### config.mk
export PLATFORM = sky130hd
export DESIGN_NAME = io_port_bridge_flat
export DESIGN_NICKNAME = d
export VERILOG_FILES = /design/src/rtl/io_port_bridge_if.sv /design/src/rtl/io_port_bridge.sv /design/src/flat_wrapper.sv
export SDC_FILE = /design/constraint.sdc
export NUM_CORES = 1
export LEC_CHECK = 0
export CORE_MARGIN = 10
export CORE_UTILIZATION = 45
export DETAILED_ROUTE_END_ITERATION = 10
export PLACE_DENSITY = 0.8
export SYNTH_ARGS = -nofsm -noshare
export SYNTH_HDL_FRONTEND = slang
export SYNTH_SLANG_ARGS = --single-unit
### constraint.sdc
create_clock -name clk -period 5.08 [get_ports clk]
set_input_delay 0.508 -clock clk [delete_from_list [all_inputs] [get_ports clk]]
set_output_delay 0.508 -clock clk [all_outputs]
set_load 0.005 [all_outputs]
### src/rtl/io_port_bridge_if.sv
// Data-access bus between the processor data path, DataMemory, the port pins and the TX consumer.
// The bridge connects through the slave modport; the processor/testbench side uses master.
interface io_port_bridge_if;
    logic [31:0] Address;
    logic [31:0] WriteData;
    logic        MemWrite;
    logic        MemRead;
    logic [31:0] MemReadData;
    logic [31:0] ReadData;
    logic        MemWriteOut;
    logic        MemReadOut;
    logic [7:0]  PortIn;
    logic [31:0] PortOut;
    logic [7:0]  TxData;
    logic        TxValid;
    logic        TxReady;

    modport slave (
        input  Address, WriteData, MemWrite, MemRead, MemReadData, PortIn, TxReady,
        output ReadData, MemWriteOut, MemReadOut, PortOut, TxData, TxValid
    );

    modport master (
        output Address, WriteData, MemWrite, MemRead, MemReadData, PortIn, TxReady,
        input  ReadData, MemWriteOut, MemReadOut, PortOut, TxData, TxValid
    );
endinterface

### src/rtl/io_port_bridge.sv
// Memory-mapped I/O bridge: PORT_OUT / PORT_IN / STATUS / TX_DATA window in front of DataMemory.
// Define IO_BRIDGE_DEBOUNCE_EN to debounce the synchronized PortIn before it reaches in_sync.
module io_port_bridge #(
    parameter logic [31:0] BASE_ADDR       = 32'h1001_0400,
    parameter int          FIFO_DEPTH      = 8,
    parameter int          DEBOUNCE_CYCLES = 16
) (
    input  logic              clk,
    input  logic              reset,
    io_port_bridge_if.slave   bus
);
    localparam int PTR_W = $clog2(FIFO_DEPTH);
    localparam int CNT_W = PTR_W + 1;

    localparam logic [1:0] OFF_PORT_OUT = 2'd0;
    localparam logic [1:0] OFF_PORT_IN  = 2'd1;
    localparam logic [1:0] OFF_STATUS   = 2'd2;
    localparam logic [1:0] OFF_TX_DATA  = 2'd3;

    generate
        if (FIFO_DEPTH < 2 || (FIFO_DEPTH & (FIFO_DEPTH - 1)) != 0 || DEBOUNCE_CYCLES < 1) begin : g_bad_param
            $error("io_port_bridge: FIFO_DEPTH must be a power of 2 >= 2 and DEBOUNCE_CYCLES >= 1");
        end
    endgenerate

    // Byte lanes inside a word are not decoded; every access is a full-word access.
    logic unused_addr_lsb;
    assign unused_addr_lsb = ^bus.Address[1:0];

    logic       io_hit;
    logic [1:0] offset;
    assign io_hit = (bus.Address[31:4] == BASE_ADDR[31:4]);
    assign offset = bus.Address[3:2];

    logic [31:0]      port_out_q, port_out_d;
    logic [7:0]       sync1_q, sync2_q;
    logic [7:0]       in_sync;
    logic [7:0]       in_prev_q;
    logic             changed_q, changed_d;
    logic             overflow_q, overflow_d;
    logic [PTR_W-1:0] wr_ptr_q, wr_ptr_d, rd_ptr_q, rd_ptr_d;
    logic [CNT_W-1:0] count_q, count_d;
    logic [7:0]       fifo_mem_q [FIFO_DEPTH];

    logic push_req, push, pop, full, empty, status_rd, tx_valid;
    logic [31:0] status;

`ifdef IO_BRIDGE_DEBOUNCE_EN
    localparam int DEB_W = $clog2(DEBOUNCE_CYCLES + 1);
    logic [DEB_W-1:0] deb_cnt_q, deb_cnt_d;
    logic [7:0]       deb_cand_q;
    logic [7:0]       in_sync_q, in_sync_d;

    // The candidate must hold DEBOUNCE_CYCLES consecutive samples; any change restarts the run.
    always_comb begin
        deb_cnt_d = deb_cnt_q;
        in_sync_d = in_sync_q;
        if (sync2_q != deb_cand_q) begin
            deb_cnt_d = DEB_W'(1);
        end else begin
            if (deb_cnt_q != DEB_W'(DEBOUNCE_CYCLES)) deb_cnt_d = deb_cnt_q + DEB_W'(1);
            if (deb_cnt_q >= DEB_W'(DEBOUNCE_CYCLES - 1)) in_sync_d = deb_cand_q;
        end
    end

    always_ff @(posedge clk) begin
        if (reset) begin
            deb_cnt_q  <= '0;
            deb_cand_q <= '0;
            in_sync_q  <= '0;
        end else begin
            deb_cnt_q  <= deb_cnt_d;
            deb_cand_q <= sync2_q;
            in_sync_q  <= in_sync_d;
        end
    end

    assign in_sync = in_sync_q;
`else
    assign in_sync = sync2_q;
`endif

    assign tx_valid  = (count_q != '0);
    assign full      = (count_q == CNT_W'(FIFO_DEPTH));
    assign empty     = (count_q == '0);
    assign push_req  = bus.MemWrite & io_hit & (offset == OFF_TX_DATA);
    assign push      = push_req & ~full;
    assign pop       = tx_valid & bus.TxReady;
    assign status_rd = bus.MemRead & io_hit & (offset == OFF_STATUS);
    assign status    = {27'b0, overflow_q, changed_q, empty, full, tx_valid};

    // NOTE: every always_comb output gets a default first so no path can infer a latch.
    always_comb begin
        port_out_d = port_out_q;
        if (bus.MemWrite && io_hit && offset == OFF_PORT_OUT) port_out_d = bus.WriteData;

        // Sticky flags: a set event in the same cycle as a STATUS read wins.
        changed_d  = (in_sync != in_prev_q) | (changed_q & ~status_rd);
        overflow_d = (push_req & full)      | (overflow_q & ~status_rd);

        wr_ptr_d = push ? wr_ptr_q + PTR_W'(1) : wr_ptr_q;
        rd_ptr_d = pop  ? rd_ptr_q + PTR_W'(1) : rd_ptr_q;
        count_d  = count_q;
        if (push && !pop)      count_d = count_q + CNT_W'(1);
        else if (pop && !push) count_d = count_q - CNT_W'(1);
    end

    // NOTE: sequential state uses non-blocking assignments so all flops update from pre-edge values.
    always_ff @(posedge clk) begin
        if (reset) begin
            port_out_q <= '0;
            sync1_q    <= '0;
            sync2_q    <= '0;
            in_prev_q  <= '0;
            changed_q  <= 1'b0;
            overflow_q <= 1'b0;
            wr_ptr_q   <= '0;
            rd_ptr_q   <= '0;
            count_q    <= '0;
        end else begin
            port_out_q <= port_out_d;
            sync1_q    <= bus.PortIn;
            sync2_q    <= sync1_q;
            in_prev_q  <= in_sync;
            changed_q  <= changed_d;
            overflow_q <= overflow_d;
            wr_ptr_q   <= wr_ptr_d;
            rd_ptr_q   <= rd_ptr_d;
            count_q    <= count_d;
        end
    end

    // NOTE: FIFO storage has no reset; stale bytes are masked because count_q is cleared.
    always_ff @(posedge clk) begin
        if (push) fifo_mem_q[wr_ptr_q] <= bus.WriteData[7:0];
    end

    always_comb begin
        bus.ReadData    = bus.MemReadData;
        bus.MemWriteOut = bus.MemWrite;
        bus.MemReadOut  = bus.MemRead;
        if (io_hit) begin
            bus.MemWriteOut = 1'b0;
            bus.MemReadOut  = 1'b0;
            case (offset)
                OFF_PORT_OUT: bus.ReadData = port_out_q;
                OFF_PORT_IN:  bus.ReadData = {24'b0, in_sync};
                OFF_STATUS:   bus.ReadData = status;
                default:      bus.ReadData = '0;
            endcase
        end
    end

    assign bus.PortOut = port_out_q;
    assign bus.TxValid = tx_valid;
    assign bus.TxData  = tx_valid ? fifo_mem_q[rd_ptr_q] : 8'h00;
endmodule

### src/flat_wrapper.sv
// flat-port wrapper written by rule: the top's interface ports become plain ports
module io_port_bridge_flat 
#(
    parameter logic [31:0] BASE_ADDR       = 32'h1001_0400,
    parameter int          FIFO_DEPTH      = 8,
    parameter int          DEBOUNCE_CYCLES = 16
)
  (clk, reset, bus_Address, bus_WriteData, bus_MemWrite, bus_MemRead, bus_MemReadData, bus_PortIn, bus_TxReady, bus_ReadData, bus_MemWriteOut, bus_MemReadOut, bus_PortOut, bus_TxData, bus_TxValid);
  io_port_bridge_if bus_i ();
  input  logic clk;
  input  logic reset;
  input wire logic [$bits(bus_i.Address)-1:0] bus_Address;
  input wire logic [$bits(bus_i.WriteData)-1:0] bus_WriteData;
  input wire logic [$bits(bus_i.MemWrite)-1:0] bus_MemWrite;
  input wire logic [$bits(bus_i.MemRead)-1:0] bus_MemRead;
  input wire logic [$bits(bus_i.MemReadData)-1:0] bus_MemReadData;
  input wire logic [$bits(bus_i.PortIn)-1:0] bus_PortIn;
  input wire logic [$bits(bus_i.TxReady)-1:0] bus_TxReady;
  output wire logic [$bits(bus_i.ReadData)-1:0] bus_ReadData;
  output wire logic [$bits(bus_i.MemWriteOut)-1:0] bus_MemWriteOut;
  output wire logic [$bits(bus_i.MemReadOut)-1:0] bus_MemReadOut;
  output wire logic [$bits(bus_i.PortOut)-1:0] bus_PortOut;
  output wire logic [$bits(bus_i.TxData)-1:0] bus_TxData;
  output wire logic [$bits(bus_i.TxValid)-1:0] bus_TxValid;
  assign bus_i.Address = bus_Address;
  assign bus_i.WriteData = bus_WriteData;
  assign bus_i.MemWrite = bus_MemWrite;
  assign bus_i.MemRead = bus_MemRead;
  assign bus_i.MemReadData = bus_MemReadData;
  assign bus_i.PortIn = bus_PortIn;
  assign bus_i.TxReady = bus_TxReady;
  assign bus_ReadData = bus_i.ReadData;
  assign bus_MemWriteOut = bus_i.MemWriteOut;
  assign bus_MemReadOut = bus_i.MemReadOut;
  assign bus_PortOut = bus_i.PortOut;
  assign bus_TxData = bus_i.TxData;
  assign bus_TxValid = bus_i.TxValid;
  io_port_bridge #(.BASE_ADDR(BASE_ADDR), .FIFO_DEPTH(FIFO_DEPTH), .DEBOUNCE_CYCLES(DEBOUNCE_CYCLES)) u_core (.clk(clk), .reset(reset), .bus(bus_i));
endmodule
==> out/results.ini <==
[floorplan]
start_util_pct=45.6
dieArea_mm2=0.0191
placementRows=43
die_width_um=138
die_h_um=138
core-area_mm2=0.0138
ioPinCount=184

[setup_path]
arrival_ns=3.28
crit_slowest_cell=nor2_2
criticalPathCategory=primary input to output port
required_ns=4.57
cp_max_fo=25
critPathLaunchType=primary input
slowest_delay_ns=0.95
endpoint_kind=output port
worstPathCellList=clkdlybuf4s50_1, nor2_2, nand2_1, o31ai_1, clkdlybuf4s50_1
path_common_cell=clkdlybuf4s50_1

[pwr]
p_per_area_mw_per_mm2=290
vdd_drop_max_mv=0.284
leakagePower_uw=0.00292
power_uw=2540

[sta]
finalCritPeriodShare_pct=74.5
setup_violations=0
grt_setup_unrepaired=false
max_freq_mhz=264
tightest_slew_ns=1.08
finalHoldViolations=0
fin_tns_setup_ns=0
finalWorstPathRequiredPeriod_ns=3.78
setup_slack_ns=1.30
slew-limit-headroom_pct=27.7
clock_skew_ns=0.0110
drv_slew=0

[detailed_routing]
wl_met3_mm=1.60
top_layer=met4
wl_per_cell_um=19.4
totalWireLength_mm=17.0
dr_wl_met2_mm=8.50
drc=0
drt.antenna.violating_nets=0
routed_via_density=5.17
first_iter_violations=257
firstDrtPassIters=7
dr_total_vias=4539
drt-met1-wl_mm=6.57

[cells_and_area]
multi_input_area_mm2=0.00274
seq_area_mm2=0.00334
fillCellCount=1082
finish.utilization_pct=63.5
finalInstanceArea_mm2=0.00874
drive_gt1_share_pct=10.8
nNetsFinal=799
synthToLayoutAreaGrowth_pct=39.1

[cts]
numCtsBuffers=17
clock-sinks=135
clk_path_buf_depth=2
htreeDepth=4
clkTransAtPathRegs_ns=0.05
cts_root_buf=clkbuf_16
post_cts_resized=0
hold_buffers=0
postCtsSetupRepairBufs=0
cts_tree=built
clock_latency_ns=0.42

[synth]
ys_async_sr_fraction_pct=0
yosysUniqueCellTypes=45
synth_top_area_share_pct=30.6
ys_seq_area_share_pct=53.2
synth_warnings=0
synth_cells=516
yosysTopAreaCell=edfxtp_1
synth_common_cells=dfxtp_1, nand2b_1, edfxtp_1, mux2i_1, nand2_1
synth_seq_cells=135
synth_most_common_cell=dfxtp_1
syn_nets=631
syn_area_mm2=0.00629
synth_area_leaders=edfxtp_1, dfxtp_1, mux2i_1
synth_edf_count=64
synthFlopType=dfxtp_1
syn_avg_cell_area_um2=12.2

[grt]
antenna_found_initial=1
grt_pass1_vias=5018
grt_use_total_pct=17.6
grt_pass1_wl_mm=27.0
grt_max_degree=108
grt_overflow=0

[status]
status=finished clean

[placed_design]
gp_congestion=0.761
dp_slack_ns=1.14
numPortBuffers=181
place_area_mm2=0.00816
dp_hpwl_mm=12.5

[worst_hold_path]
hold_class=register to register

[job]
max-cap-violations=0

==> logic make-up (layout without fill, tap and decap cells) <==
group	count (synthesis)	in the layout	synth area share [%]
AO/OA/AOI/OAI	65	65	6.49
flip-flops	135	135	53.2
AND/OR/NAND/NOR	183	183	18.8
multiplexers	75	75	15.3
XOR/XNOR	12	12	1.67
other	0	1	0
buffers and inverters	40	221	3.28
adder cells (fa/ha/maj)	6	6	1.31
==> power by group <==
| part | switching, uW | leakage (uW) | internal (uW) |
|---|---|---|---|
| clock | 468 | 0.000276 | 728 |
| sequential | 4.46 | 0.00115 | 1150 |
| combinational | 67.9 | 0.00149 | 126 |
| total | 540 | 0.00292 | 2000 |
==> cell usage in the layout (no fill, tap or decap), types with 2 or more instances in the layout <==
cell / instances
clkdlybuf4s50_1: 180
mux2_2: 7
nor4_4: 4
nor3_1: 2
o21ai_0: 29
nand4_1: 3
nand3_1: 3
clkinvlp_4: 2
nand2_1: 30
clkinv_4: 2
xor2_1: 3
ha_1: 5
buf_4: 5
a21oi_1: 3
nand2b_1: 69
inv_1: 3
o31ai_1: 24
nor4b_2: 2
edfxtp_1: 64
dfxtp_1: 71
clkbuf_16: 17
nor4_2: 2
inv_6: 3
nor2b_1: 29
mux4_2: 16
nor2_1: 23
and4bb_2: 2
and4b_1: 3
bufinv_16: 2
o22ai_1: 4
mux2i_1: 51
clkinv_2: 2
clkbuf_1: 2
o41ai_1: 3
xnor2_1: 9
==> through the flow <==
| stage | instances | hold slack (ns) |
|---|---|---|
| 6_report | 878 | 0.436 |
| 5_1_grt | 878 | 0.457 |
| 4_1_cts | 877 | 0.443 |
| 3_5_place_dp | 845 | 0.430 |
| 3_3_place_gp | 845 | 0.419 |
| 2_1_floorplan | 516 | 0.414 |
==> layout make-up <==
cell class              count  area share [%]
diodes                      1          0.0286
clock buffers              19            4.95
clock inverters            13            1.66
inverters                   3           0.129
multi-input cells         341            31.3
flip-flops and latches    135            38.2
well taps                 180            2.58
repair buffers            186            21.1
==> state kept, by name, indices dropped and copies added (netlist names), 3 cells and up, named ones only <==
register	flops
u_core.sync1_q	8
u_core.count_q	4
u_core.in_prev_q	8
u_core.fifo_mem_q	64
u_core.bus.PortOut	32
u_core.wr_ptr_q	3
u_core.rd_ptr_q	3
u_core.in_sync	8
==> path summary, 6_finish.rpt <==
kind	from	to	slack, ns	cells after the start
max reg2reg	u_core.count_q[0]	u_core.count_q[3]	1.91	10
min reg2reg	u_core.sync1_q[4]	u_core.in_sync[4]	0.44	1
min	u_core.sync1_q[4]	u_core.in_sync[4]	0.44	1
max	bus_Address[2]	bus_ReadData[27]	1.30	5
==> routing by layer <==
metal | global-route usage (%) | up-vias
met5 | 0 | -
met4 | 6.60 | 0
met3 | 8.25 | 25
met2 | 30.5 | 159
met1 | 18.2 | 2160
li1 | - | 2195
==> worst max-delay path: cells and delay by family <==
family          cells  cell delay [ns]
compound gates      1             0.29
simple gates        2             1.08
buf+inv             2             1.37
Power figures use the tool's default switching activity.
